File: src/rtl/rom_sched_pkg.sv
// Shared types for the template ROM read scheduler: FSM states, id width helper and return-pipe entry.
package rom_sched_pkg;

  typedef enum logic [1:0] {
    IDLE  = 2'd0,
    ISSUE = 2'd1,
    DRAIN = 2'd2
  } state_e;

  // Widest requester id the pipe entry must carry (NREQ up to 8).
  localparam int unsigned PIPE_ID_W = 3;

  function automatic int unsigned id_w(input int unsigned nreq);
    return (nreq > 1) ? $clog2(nreq) : 1;
  endfunction

  typedef struct packed {
    logic                 valid;
    logic                 last;
    logic [PIPE_ID_W-1:0] id;
  } ret_ent_t;

endpackage

File: src/rtl/rr_arbiter.sv
// Combinational round-robin arbiter: first set request at or above ptr, wrapping modulo NREQ.
module rr_arbiter #(
  parameter int unsigned NREQ = 4,
  parameter int unsigned ID_W = 2
) (
  input  logic [NREQ-1:0] req,
  input  logic [ID_W-1:0] ptr,
  output logic [NREQ-1:0] grant,
  output logic [ID_W-1:0] grant_idx,
  output logic            any
);

  logic [ID_W-1:0] idx;

  always_comb begin
    grant     = '0;
    grant_idx = '0;
    any       = 1'b0;
    idx       = '0;
    for (int i = 0; i < int'(NREQ); i++) begin
      idx = ID_W'((int'(ptr) + i) % int'(NREQ));
      if (!any && req[idx]) begin
        any        = 1'b1;
        grant[idx] = 1'b1;
        grant_idx  = idx;
      end
    end
  end

endmodule

File: src/rtl/template_rom_read_scheduler.sv
// Shares one sync-read template ROM between NREQ burst requesters (round-robin, one burst at a time).
// Optional per-burst byte checksum outputs when TEMPLATE_ROM_CHECKSUM_EN is defined.
module template_rom_read_scheduler
  import rom_sched_pkg::*;
#(
  parameter int unsigned ADDR_WIDTH = 11,
  parameter int unsigned DATA_WIDTH = 8,
  parameter int unsigned NREQ       = 4,
  parameter int unsigned LEN_WIDTH  = 11,
  parameter int unsigned RD_LAT     = 1
) (
  input  logic                          clk,
  input  logic                          tb_rst,
  input  logic [NREQ-1:0]               req_valid,
  output logic [NREQ-1:0]               req_ready,
  input  logic [NREQ*ADDR_WIDTH-1:0]    req_addr,
  input  logic [NREQ*LEN_WIDTH-1:0]     req_len,
  output logic [ADDR_WIDTH-1:0]         rom_addr,
  output logic                          rom_rd_en,
  input  logic [DATA_WIDTH-1:0]         rom_rd_data,
  output logic                          rd_valid,
  output logic [DATA_WIDTH-1:0]         rd_data,
  output logic [id_w(NREQ)-1:0]         rd_id,
  output logic                          rd_last,
  output logic                          busy
`ifdef TEMPLATE_ROM_CHECKSUM_EN
  ,
  output logic [DATA_WIDTH+LEN_WIDTH-1:0] burst_sum,
  output logic                            burst_sum_valid
`endif
);

  localparam int unsigned ID_W  = id_w(NREQ);
  localparam int unsigned DRN_W = 4;

  state_e                 state_q, state_nx;
  logic [NREQ-1:0]        req_ready_nx;
  logic [ADDR_WIDTH-1:0]  rom_addr_nx;
  logic                   rom_rd_en_nx;
  logic [LEN_WIDTH-1:0]   len_q, len_nx, cnt_q, cnt_nx;
  logic [ID_W-1:0]        id_q, id_nx, ptr_q, ptr_nx;
  logic                   last_q, last_nx;
  logic [DRN_W-1:0]       drain_q, drain_nx;
  logic [ADDR_WIDTH-1:0]  sel_addr;
  logic [LEN_WIDTH-1:0]   sel_len;
  logic [NREQ-1:0]        arb_grant;
  logic [ID_W-1:0]        arb_idx;
  logic                   arb_any;
  ret_ent_t               issue_ent, pipe_out;
  ret_ent_t               pipe_q [RD_LAT];
  logic                   pipe_id_unused;

  rr_arbiter #(
    .NREQ (NREQ),
    .ID_W (ID_W)
  ) u_arb (
    .req       (req_valid),
    .ptr       (ptr_q),
    .grant     (arb_grant),
    .grant_idx (arb_idx),
    .any       (arb_any)
  );

  // Pick the granted requester's burst descriptor.
  always_comb begin
    sel_addr = '0;
    sel_len  = '0;
    for (int i = 0; i < int'(NREQ); i++) begin
      if (arb_grant[i]) begin
        sel_addr = req_addr[i*ADDR_WIDTH +: ADDR_WIDTH];
        sel_len  = req_len[i*LEN_WIDTH +: LEN_WIDTH];
      end
    end
  end

  always_ff @(posedge clk or posedge tb_rst) begin
    if (tb_rst) state_q <= IDLE;
    else        state_q <= state_nx;
  end

  always_comb begin
    state_nx     = state_q;
    req_ready_nx = '0;
    rom_addr_nx  = rom_addr;
    rom_rd_en_nx = 1'b0;
    len_nx       = len_q;
    cnt_nx       = cnt_q;
    id_nx        = id_q;
    ptr_nx       = ptr_q;
    last_nx      = 1'b0;
    drain_nx     = drain_q;
    case (state_q)
      IDLE: begin
        if (arb_any) begin
          state_nx     = ISSUE;
          req_ready_nx = arb_grant;
          rom_addr_nx  = sel_addr;
          rom_rd_en_nx = 1'b1;
          len_nx       = sel_len;
          cnt_nx       = '0;
          id_nx        = arb_idx;
          ptr_nx       = (int'(arb_idx) == int'(NREQ) - 1) ? '0 : ID_W'(arb_idx + 1'b1);
          last_nx      = (sel_len == '0);
        end
      end
      ISSUE: begin
        if (cnt_q == len_q) begin
          state_nx = DRAIN;
          drain_nx = '0;
        end else begin
          cnt_nx       = LEN_WIDTH'(cnt_q + 1'b1);
          rom_addr_nx  = ADDR_WIDTH'(rom_addr + 1'b1);
          rom_rd_en_nx = 1'b1;
          last_nx      = (LEN_WIDTH'(cnt_q + 1'b1) == len_q);
        end
      end
      DRAIN: begin
        if (drain_q == DRN_W'(RD_LAT - 1)) state_nx = IDLE;
        else                               drain_nx = DRN_W'(drain_q + 1'b1);
      end
      default: state_nx = IDLE;
    endcase
  end

  always_ff @(posedge clk or posedge tb_rst) begin
    if (tb_rst) begin
      req_ready <= '0;
      rom_addr  <= '0;
      rom_rd_en <= 1'b0;
      busy      <= 1'b0;
      len_q     <= '0;
      cnt_q     <= '0;
      id_q      <= '0;
      ptr_q     <= '0;
      last_q    <= 1'b0;
      drain_q   <= '0;
    end else begin
      req_ready <= req_ready_nx;
      rom_addr  <= rom_addr_nx;
      rom_rd_en <= rom_rd_en_nx;
      busy      <= (state_nx != IDLE);
      len_q     <= len_nx;
      cnt_q     <= cnt_nx;
      id_q      <= id_nx;
      ptr_q     <= ptr_nx;
      last_q    <= last_nx;
      drain_q   <= drain_nx;
    end
  end

  // Return pipe tracks the issued beat until its ROM data appears.
  assign issue_ent = {rom_rd_en, last_q & rom_rd_en, rom_rd_en ? PIPE_ID_W'(id_q) : PIPE_ID_W'(0)};

  always_ff @(posedge clk or posedge tb_rst) begin
    if (tb_rst) begin
      for (int i = 0; i < int'(RD_LAT); i++) pipe_q[i] <= '0;
    end else begin
      pipe_q[0] <= issue_ent;
      for (int i = 1; i < int'(RD_LAT); i++) pipe_q[i] <= pipe_q[i-1];
    end
  end

  assign pipe_out       = pipe_q[RD_LAT-1];
  assign rd_valid       = pipe_out.valid;
  assign rd_last        = pipe_out.last;
  assign rd_id          = pipe_out.id[ID_W-1:0];
  assign rd_data        = rd_valid ? rom_rd_data : '0;
  assign pipe_id_unused = ^pipe_out.id;

`ifdef TEMPLATE_ROM_CHECKSUM_EN
  localparam int unsigned SUM_W = DATA_WIDTH + LEN_WIDTH;

  logic [SUM_W-1:0] acc_q;

  // Accumulator holds the finished sum until the next grant clears it.
  always_ff @(posedge clk or posedge tb_rst) begin
    if (tb_rst)                          acc_q <= '0;
    else if (state_q == IDLE && arb_any) acc_q <= '0;
    else if (rd_valid)                   acc_q <= SUM_W'(acc_q + SUM_W'(rd_data));
  end

  assign burst_sum       = SUM_W'(acc_q + SUM_W'(rd_data));
  assign burst_sum_valid = rd_valid & rd_last;
`endif

endmodule
File: config.mk
export PLATFORM = sky130hd
export DESIGN_NAME = template_rom_read_scheduler
export DESIGN_NICKNAME = d
export VERILOG_FILES = /design/src/rtl/rom_sched_pkg.sv /design/src/rtl/rr_arbiter.sv /design/src/rtl/template_rom_read_scheduler.sv
export SDC_FILE = /design/constraint.sdc
export NUM_CORES = 1
export LEC_CHECK = 0
export CAP_MARGIN = 20
export CORE_MARGIN = 4
export CORE_UTILIZATION = 47
export CTS_BUF_LIST = sky130_fd_sc_hd__clkbuf_16
export DETAILED_ROUTE_END_ITERATION = 7
export HOLD_SLACK_MARGIN = 0.15
export PLACE_DENSITY_LB_ADDON = 0.05
export REMOVE_ABC_BUFFERS = 1
export SLEW_MARGIN = 5
export SYNTH_ARGS = -nofsm -noshare
export SYNTH_HDL_FRONTEND = slang
export SYNTH_SLANG_ARGS = --single-unit
export TNS_END_PERCENT = 5
File: constraint.sdc
create_clock -name clk -period 4.4 [get_ports clk]
set_input_delay 1.1 -clock clk [delete_from_list [all_inputs] [get_ports clk]]
set_output_delay 1.1 -clock clk [all_outputs]
set_load 0.03 [all_outputs]
==> results of run 1 <==
[worst max-delay path: cells and delay by family]
kind            cells  cell delay (ps)
buf+inv             2              940
simple gates        4              800
compound gates      4             1270
[synth_stat cells, types with 3 or more instances]
master,number
nand2b_1,9
o22ai_1,6
nor3_1,15
xnor2_1,13
mux2_2,5
clkbuf_1,13
nand2_1,51
o211ai_1,3
ha_1,11
buf_2,17
and3_1,4
inv_1,15
and2_1,17
xor2_1,5
nand3_1,14
dfrtp_1,54
a21oi_1,35
nor2b_1,7
a31oi_1,4
o21ai_0,30
o311ai_0,3
nand4_1,7
nor2_1,58
a221oi_1,19
o31ai_1,8
a22oi_1,9
nand3b_1,4
or3_1,3
mux2i_1,3
a221o_1,9
[metrics by stage]
step	util	power, mW
2_1_floorplan	-	2.86
3_3_place_gp	0.652	3.76
3_5_place_dp	0.652	3.85
4_1_cts	0.670	4.27
5_1_grt	0.670	4.66
6_report	0.670	4.29
[cell type report]
| class | instances | area [sq um] | share of cell area |
|---|---|---|---|
| Sequential cell | 54 | 1350 | 0.245 |
| Timing Repair Buffer | 147 | 1430 | 0.260 |
| Multi-Input combinational cell | 384 | 2380 | 0.433 |
| Clock buffer | 5 | 125 | 0.0227 |
| Tap cell | 105 | 131 | 0.0239 |
| Clock inverter | 3 | 23.8 | 0.00432 |
| Inverter | 16 | 60.1 | 0.0109 |
[power by group]
part	internal, mW	switching (mW)	total, mW
combinational	1.23	1.70	2.93
sequential	0.705	0.253	0.958
clock	0.213	0.189	0.402
[final timing paths]
path / endpoint / startpoint / slack [ps] / cells past startpoint
min in group asynchronous: drain_q[1] / tb_rst / 1250 / 2
max in group asynchronous: rom_addr[9] / tb_rst / 2400 / 3
worst min register to register: rd_valid / rom_rd_en / 460 / 0
worst max register to register: last_q / ptr_q[1] / 950 / 11
worst max-delay path: last_q / req_valid[1] / 510 / 10
worst min-delay path: rd_valid / rom_rd_en / 460 / 0
[cells by family (layout without fill, tap and decap cells)]
kind of cell             after synthesis  after routing  synth area share
AO/OA/AOI/OAI                        145            145             0.250
flip-flops                            54             54             0.342
multiplexers                          10             10            0.0304
buffers and inverters                 51            171            0.0576
AND/OR/NAND/NOR                      200            200             0.245
adder cells (fa/ha/maj)               11             11            0.0348
XOR/XNOR                              18             18            0.0399
[registers in the layout, indices dropped and copies added (netlist names), named ones only]
signal	flops
len_q	11
last_q	1
cnt_q	11
rd_valid	1
busy	1
req_ready	4
rd_last	1
rom_rd_en	1
ptr_q	1
drain_q	4
state_q	2
rom_addr	11
rd_id	2
id_q	2
[routing by layer]
layer	vias up	GRT usage
met1	2002	0.300
met2	174	0.446
met5	-	0
met4	0	0.0966
met3	39	0.0477
li1	2019	-
==> results.yml, run 1 <==
place:
  detailed_place_hpwl_mm: 9.83
  pre_cts_ws_ps: 249
  placed_cells: 706
  place_congestion: 0.883
  port_buffers: 130
  dpl_cell_area_sq_um: 5360
sta:
  tns_ps: 0
  period_share: 0.883
  hold_ws_ps: 465
  finalCriticalPeriod_ps: 3890
  slew_violations: 0
  setup_viol: 0
  fmax_mhz: 257
  finalHoldViolations: 0
  setup_slack_ps: 513
  max_slew_margin: 0.509
  grt_setup_unrepaired: "false"
  tightest_slew_ps: 735
  finClkSkew_ps: 7.40
yosys:
  synth.largest_area_cell: "dfrtp_1"
  yosysWarnings: 0
  syn_inst: 489
  synth_edf_count: 0
  ys_seq_elements: 54
  synthTopCellsByArea: "dfrtp_1, nor2_1, nand2_1"
  syn_area_sq_um: 3950
  netlist.area_leader.share: 0.342
  synth_area_per_cell_sq_um: 8.09
  synth_cell_types: 60
  ys_seq_area_frac: 0.342
  synthArstFlopShare: 1.00
  synth_ff_type: "dfrtp_1"
drt:
  drtIter0Drc: 207
  ant_nets: 0
  wl_mm: 12.6
  drc: 0
  wl_met2_mm: 6.45
  via_count: 4234
  wl_per_cell_um: 17.6
  route.met3.wl_um: 925
  dr.pass1.iters: 5
  viasPerCell: 5.93
  met1_length_mm: 4.79
  top_layer_used: "met4"
cts:
  hold_buffers: 0
  clock_sinks: 54
  cts_resized: 0
  postCtsSetupBuffers: 0
  clk_pin_slew_ps: 80
  clockBufferDepth: 2
  cts_root_buf: "clkbuf_16"
  ctsHtreeMaxLevel: 2
  clock_latency_ps: 290
  numCtsBuffers: 5
  cts_tree: "built"
power_and_ir_drop:
  p_per_area_nw_per_um2: 779
  ir_drop_v: 0.000450
  p_leak_nw: 2.23
layout:
  n_antenna_cell: 0
  n_fill_cell: 687
  layout.cells.non_filler: 714
  design_area_sq_um: 5510
  areaGrowthSynthToFinish_pct: 39.2
  final_layout_size_suffix_gt1_frac: 0.0673
  nets: 721
  mostFrequentLayoutCells: "clkdlybuf4s50_1, nor2_1, dfrtp_1"
  layout_commonest_cell: "clkdlybuf4s50_1"
floorplan:
  dieArea_sq_um: 9940
  ios: 131
  die_x_um: 99.7
  initial_utilization: 0.481
  rows: 33
  die_h_um: 99.7
  core_sq_um: 8220
setup_path:
  worst_ep_arrival_time_ps: 4110
  crit_chain: "clkdlybuf4s50_1 > or3b_1 > a2111o_1 > nand3_2 > a221o_1 > buf_4 > nor2_1 > a22oi_1 > nand4_1 > o21ai_1"
  critical_path.max_fanout: 19
  cp-end-kind: "register"
  crit_required_ps: 4630
  critPathKind: "primary input to register"
  cp-start-kind: "primary input"
  slowest_stage: "clkdlybuf4s50_1"
  critPathMaxStageDelay_ps: 630
global_routing:
  grt_first_pass_wirelength_mm: 20.1
  antenna_found_initial: 0
  grt_overflow: 0
  grt_usage: 0.252
  grt_pass1_vias: 4226
  grt_max_degree: 38
worst_hold_path:
  hp-class: "register to register"
outcome:
  status: "complete, no violations"
flow_run:
  cap_violations: 0
(Power assumes the default switching activity.)
==> run 2, diff against run 1 <==
ABC_AREA = 1   (was unset)
==> run 2 against run 1 <==
Register-to-register slack improved by 230 ps. Clock power rose by 2%. Synthesized area increased by 3.2%. First-iteration DRC count fell by 1.9%. Synthesized cell count rose by 17%. Cell area grew 0.68%. Sequential power decreased by 48%. Critical path depth decreased by 6. Highest routed layer unchanged.
==> results.yml, run 2 <==
outcome:
  status: "complete, no violations"
global_routing:
  grt_usage: 0.238
  grt_max_degree: 42
  antenna_found_initial: 0
  grt_pass1_vias: 4258
  grt_first_pass_wirelength_mm: 19.6
  grt_overflow: 0
layout:
  areaGrowthSynthToFinish_pct: 35.9
  design_area_sq_um: 5540
  reg_top3: "cnt_q x11, len_q x11, rom_addr x11"
  nets: 805
  layout_commonest_cell: "nand2_1"
  final_layout_size_suffix_gt1_frac: 0.0707
  n_fill_cell: 743
  mostFrequentLayoutCells: "nand2_1, clkdlybuf4s50_1, inv_1"
  n_antenna_cell: 0
  multi_input_comb_area_sq_um: 2320
  seqCellArea_sq_um: 1350
setup_path:
  cp-start-kind: "primary input"
  critical_path.max_fanout: 1
  slowest_stage: "clkdlybuf4s50_1"
  crit_required_ps: 3300
  worst_ep_arrival_time_ps: 2330
  timing.rr.start: "ptr_q[1]"
  cp-end-kind: "output port"
  crit_family: "buffers and inverters"
  critPathMaxStageDelay_ps: 660
  crit_chain: "clkdlybuf4s50_1 > nand2_1 > inv_1 > clkdlybuf4s50_1"
  critPathKind: "primary input to output port"
  worstSetupStartpoint: "rom_rd_data[5]"
  critPathBufInv: 3
  cp_common_cell: "clkdlybuf4s50_1"
place:
  detailed_place_hpwl_mm: 9.39
  port_buffers: 130
  pre_cts_ws_ps: 766
  place_congestion: 0.860
  dpl_cell_area_sq_um: 5390
flow_run:
  cap_violations: 0
power_and_ir_drop:
  p_leak_nw: 2.66
  p_per_area_nw_per_um2: 202
  ir_drop_v: 0.000175
drt:
  dr.pass1.iters: 4
  wl_per_cell_um: 15.0
  via_count: 4156
  drtIter0Drc: 203
  drc: 0
  ant_nets: 0
  viasPerCell: 5.21
  wl_mm: 12.0
floorplan:
  initial_utilization: 0.489
  dieArea_sq_um: 10200
  core_sq_um: 8340
  die_h_um: 101
  ios: 131
  rows: 33
  die_x_um: 101
sta:
  slew_violations: 0
  max_slew_margin: 0.424
  tightest_slew_ps: 863
  fmax_mhz: 291
  grt_setup_unrepaired: "false"
  finClkSkew_ps: 7.16
  setup_viol: 0
  finalCriticalPeriod_ps: 3430
  setup_slack_ps: 969
  period_share: 0.780
  tns_ps: 0
  finalHoldViolations: 0
yosys:
  syn_area_sq_um: 4080
  ys_seq_elements: 54
  ys_seq_area_frac: 0.331
  yosysWarnings: 0
  netlist.area_leader.share: 0.331
  syn_inst: 574
  synth_ff_type: "dfrtp_1"
  synth_edf_count: 0
  synth_area_per_cell_sq_um: 7.11
  synthArstFlopShare: 1.00
  synth.largest_area_cell: "dfrtp_1"
  synthTopCellsByArea: "dfrtp_1, nand2_1, a21oi_1"
  synth_common_cells: "nand2_1, inv_1, dfrtp_1, a21oi_1, o21ai_0"
  synth_cell_types: 43
  yosysMostFrequentCell: "nand2_1"
worst_hold_path:
  hp-class: "register to register"
  holdCritStartpoint: "rom_rd_en"
cts:
  clock_latency_ps: 290
  hold_buffers: 0
  cts_tree: "built"
  numCtsBuffers: 5
  cts_resized: 0
  clock_sinks: 54
  clockBufferDepth: 2
  postCtsSetupBuffers: 0
  ctsHtreeMaxLevel: 2
  cts_root_buf: "clkbuf_16"
  clk_pin_slew_ps: 70
run 2: cell types whose count changed in the layout (fill, tap and decap cells not counted), moves of 8 or more:
| cell | change |
|---|---|
| nand2_1 | +115 |
| nand2_2 | +8 |
| xor2_1 | +15 |
| nor3_1 | -11 |
| o21ai_1 | +14 |
| buf_4 | -12 |
| a21oi_1 | +13 |
| nand2b_1 | -9 |
| a221o_1 | -9 |
| nand3_1 | +13 |
| a221oi_1 | -19 |
| and2_1 | -17 |
| nor2_1 | -28 |
| inv_1 | +42 |
run 2: layer usage:
layer | GRT usage | wire length, um | up-vias
met4 | 0.0675 | 142 | 0
met3 | 0.0475 | 868 | 13
met1 | 0.304 | 5100 | 1924
met5 | 0 | 0 | -
li1 | - | - | 2091
met2 | 0.409 | 5850 | 128
run 2: path summary, 6_finish.rpt:
path / end / slack (ps) / cells past startpoint
worst max-delay path: rd_data[5] / 970 / 4
worst min-delay path: rd_valid / 470 / 0
worst max register to register: last_q / 1180 / 19
worst min register to register: rd_valid / 470 / 0
max in group asynchronous: id_q[1] / 2390 / 3
min in group asynchronous: drain_q[3] / 1300 / 2
run 2: logic make-up after synthesis:
kind of cell               after synthesis  share of synthesized area
AOI/OAI and AO/OA                      125                      0.173
and+or+nand+nor                        266                      0.299
buffers and inverters                   88                     0.0988
DFF                                     54                      0.331
xor gates and xnor gates                30                     0.0644
adders and majority gates               11                     0.0337
run 2: final cells by class:
cell class,instances,area share
timing repair buffer,135,0.242
clock buffer,5,0.0226
tap,105,0.0237
sequential,54,0.244
inverter,64,0.0438
clock inverter,3,0.00519
multi-input combinational,432,0.419
run 2: report_power, final:
part	switching [mW]	internal, mW
clock	0.193	0.217
combinational	0.0970	0.114
sequential	0	0.496
total	0.290	0.827
run 2: metrics by stage:
stage               cells  power [mW]  hold slack (ps)   util
floorplan             550       0.593              413      -
global placement      790       0.716              453  0.646
detailed placement    790       0.717              454  0.646
CTS                   798        1.13              472  0.665
global route          798        1.16              497  0.665
finish                798        1.12              474  0.665
==> run 3, diff against run 2 <==
clock period = 3.2 ns   (was 4.4 ns; I/O delays follow)
==> run 3 against run 2 <==
Sequential share of layout area shrank 0.39 points. Routed wire length rose by 1.8%. Sequential power increased by 37%. Via count up 1.6%. Critical path type unchanged. Critical endpoint is now rd_data[6]. Largest cell class unchanged.
==> results.yml, run 3 (synthesis results as in run 2) <==
drt:
  drc: 0
  wl_mm: 12.2
  via_count: 4221
  dr.pass1.iters: 5
  wl_per_cell_um: 15.0
  drtIter0Drc: 191
  viasPerCell: 5.21
  ant_nets: 0
global_routing:
  grt_overflow: 0
  antenna_found_initial: 0
  grt_max_degree: 55
  globalRouteMet2Util: 0.425
  busiest_layer: "met2"
  grt_pass1_vias: 4271
  grt_usage: 0.243
  grt_first_pass_wirelength_mm: 19.9
  grtUsageMet3: 0.0551
  use_met1: 0.311
flow_run:
  cap_violations: 0
worst_hold_path:
  whs_path_depth: 0
  hp-class: "register to register"
place:
  detailed_place_hpwl_mm: 9.69
  port_buffers: 130
  place_congestion: 0.872
floorplan:
  die_h_um: 101
  rows: 33
  die_x_um: 101
  dieArea_sq_um: 10200
  core_sq_um: 8340
  ios: 131
  initial_utilization: 0.489
setup_path:
  r2r_cells: 14
  critPathMaxStageDelay_ps: 660
  crit_required_ps: 2400
  cp-start-kind: "primary input"
  cp_common_cell: "clkdlybuf4s50_1"
  slowest_stage: "clkdlybuf4s50_1"
  critical_path.max_fanout: 1
  crit_chain: "clkdlybuf4s50_1 > nand2_1 > inv_1 > clkdlybuf4s50_1"
  critPathKind: "primary input to output port"
  cp-end-kind: "output port"
  worst_ep_arrival_time_ps: 2040
cts:
  ctsHtreeMaxLevel: 2
  cts_resized: 0
  clockBufferDepth: 2
  clock_latency_ps: 290
  hold_buffers: 0
  postCtsSetupBuffers: 0
  cts_root_buf: "clkbuf_16"
  clock_sinks: 54
  cts_tree: "built"
  clk_pin_slew_ps: 80
  numCtsBuffers: 5
sta:
  fmax_mhz: 353
  period_share: 0.886
  grt_setup_unrepaired: "false"
  finClkSkew_ps: 5.97
  tightest_slew_ps: 701
  setup_viol: 0
  tns_ps: 0
  finalCriticalPeriod_ps: 2840
  max_slew_margin: 0.533
  finalHoldViolations: 0
  slew_violations: 0
layout:
  areaGrowthSynthToFinish_pct: 38.1
  n_antenna_cell: 0
  reg_top3: "cnt_q x11, len_q x11, rom_addr x11"
  nets: 817
  final_layout_size_suffix_gt1_frac: 0.0865
  mostFrequentLayoutCells: "nand2_1, clkdlybuf4s50_1, inv_1"
  layout_commonest_cell: "nand2_1"
outcome:
  status: "complete, no violations"
power_and_ir_drop:
  power_mw: 1.54
  p_per_area_nw_per_um2: 274
  p_leak_nw: 2.72
  ir_drop_v: 0.000241
## run 3: cell type report
type | count | area (sq um)
inverters | 64 | 243
fillers | 711 | 2710
well taps | 105 | 131
flip-flops and latches | 54 | 1350
clock inverters | 3 | 28.8
clock buffers | 5 | 125
repair buffers | 147 | 1430
multi-input cells | 432 | 2320
## run 3: path summary, 6_finish.rpt
kind | from | end | slack, ps
setup / recovery | rom_rd_data[6] | rd_data[6] | 360
hold / removal | rom_rd_en | rd_valid | 470
setup reg to reg | register | rom_addr[7] | 530
hold reg to reg | rom_rd_en | rd_valid | 470
max in group asynchronous | tb_rst | rom_addr[1] | 1720
min in group asynchronous | tb_rst | busy | 1010
## run 3: critical path, delay by kind of cell
family | cells | cell delay, ps
buf+inv | 3 | 1180
simple gates | 1 | 50
## run 3: report_power, final
part	total, mW	switching (mW)	internal, mW
registers	0.682	0	0.682
logic	0.295	0.136	0.160
clock network	0.566	0.267	0.299
## run 3: routing by layer
| layer | up-vias | share of wire |
|---|---|---|
| met1 | 1951 | 0.43 |
| met2 | 148 | 0.49 |
| met5 | - | 0 |
| li1 | 2114 | - |
| met4 | 0 | 0.0071 |
| met3 | 8 | 0.074 |
## run 3: stage by stage
step / util / hold WS (ps) / std cells / setup slack (ps) / instance area (sq um)
after detailed placement: 0.657 / 465 / 802 / 116 / 5480
final: 0.675 / 473 / 810 / 365 / 5630
after global placement: 0.657 / 452 / 802 / 180 / 5480
after floorplan: - / 413 / 550 / 243 / 3920
after CTS: 0.675 / 485 / 810 / 350 / 5630
after global routing: 0.675 / 501 / 810 / 153 / 5630
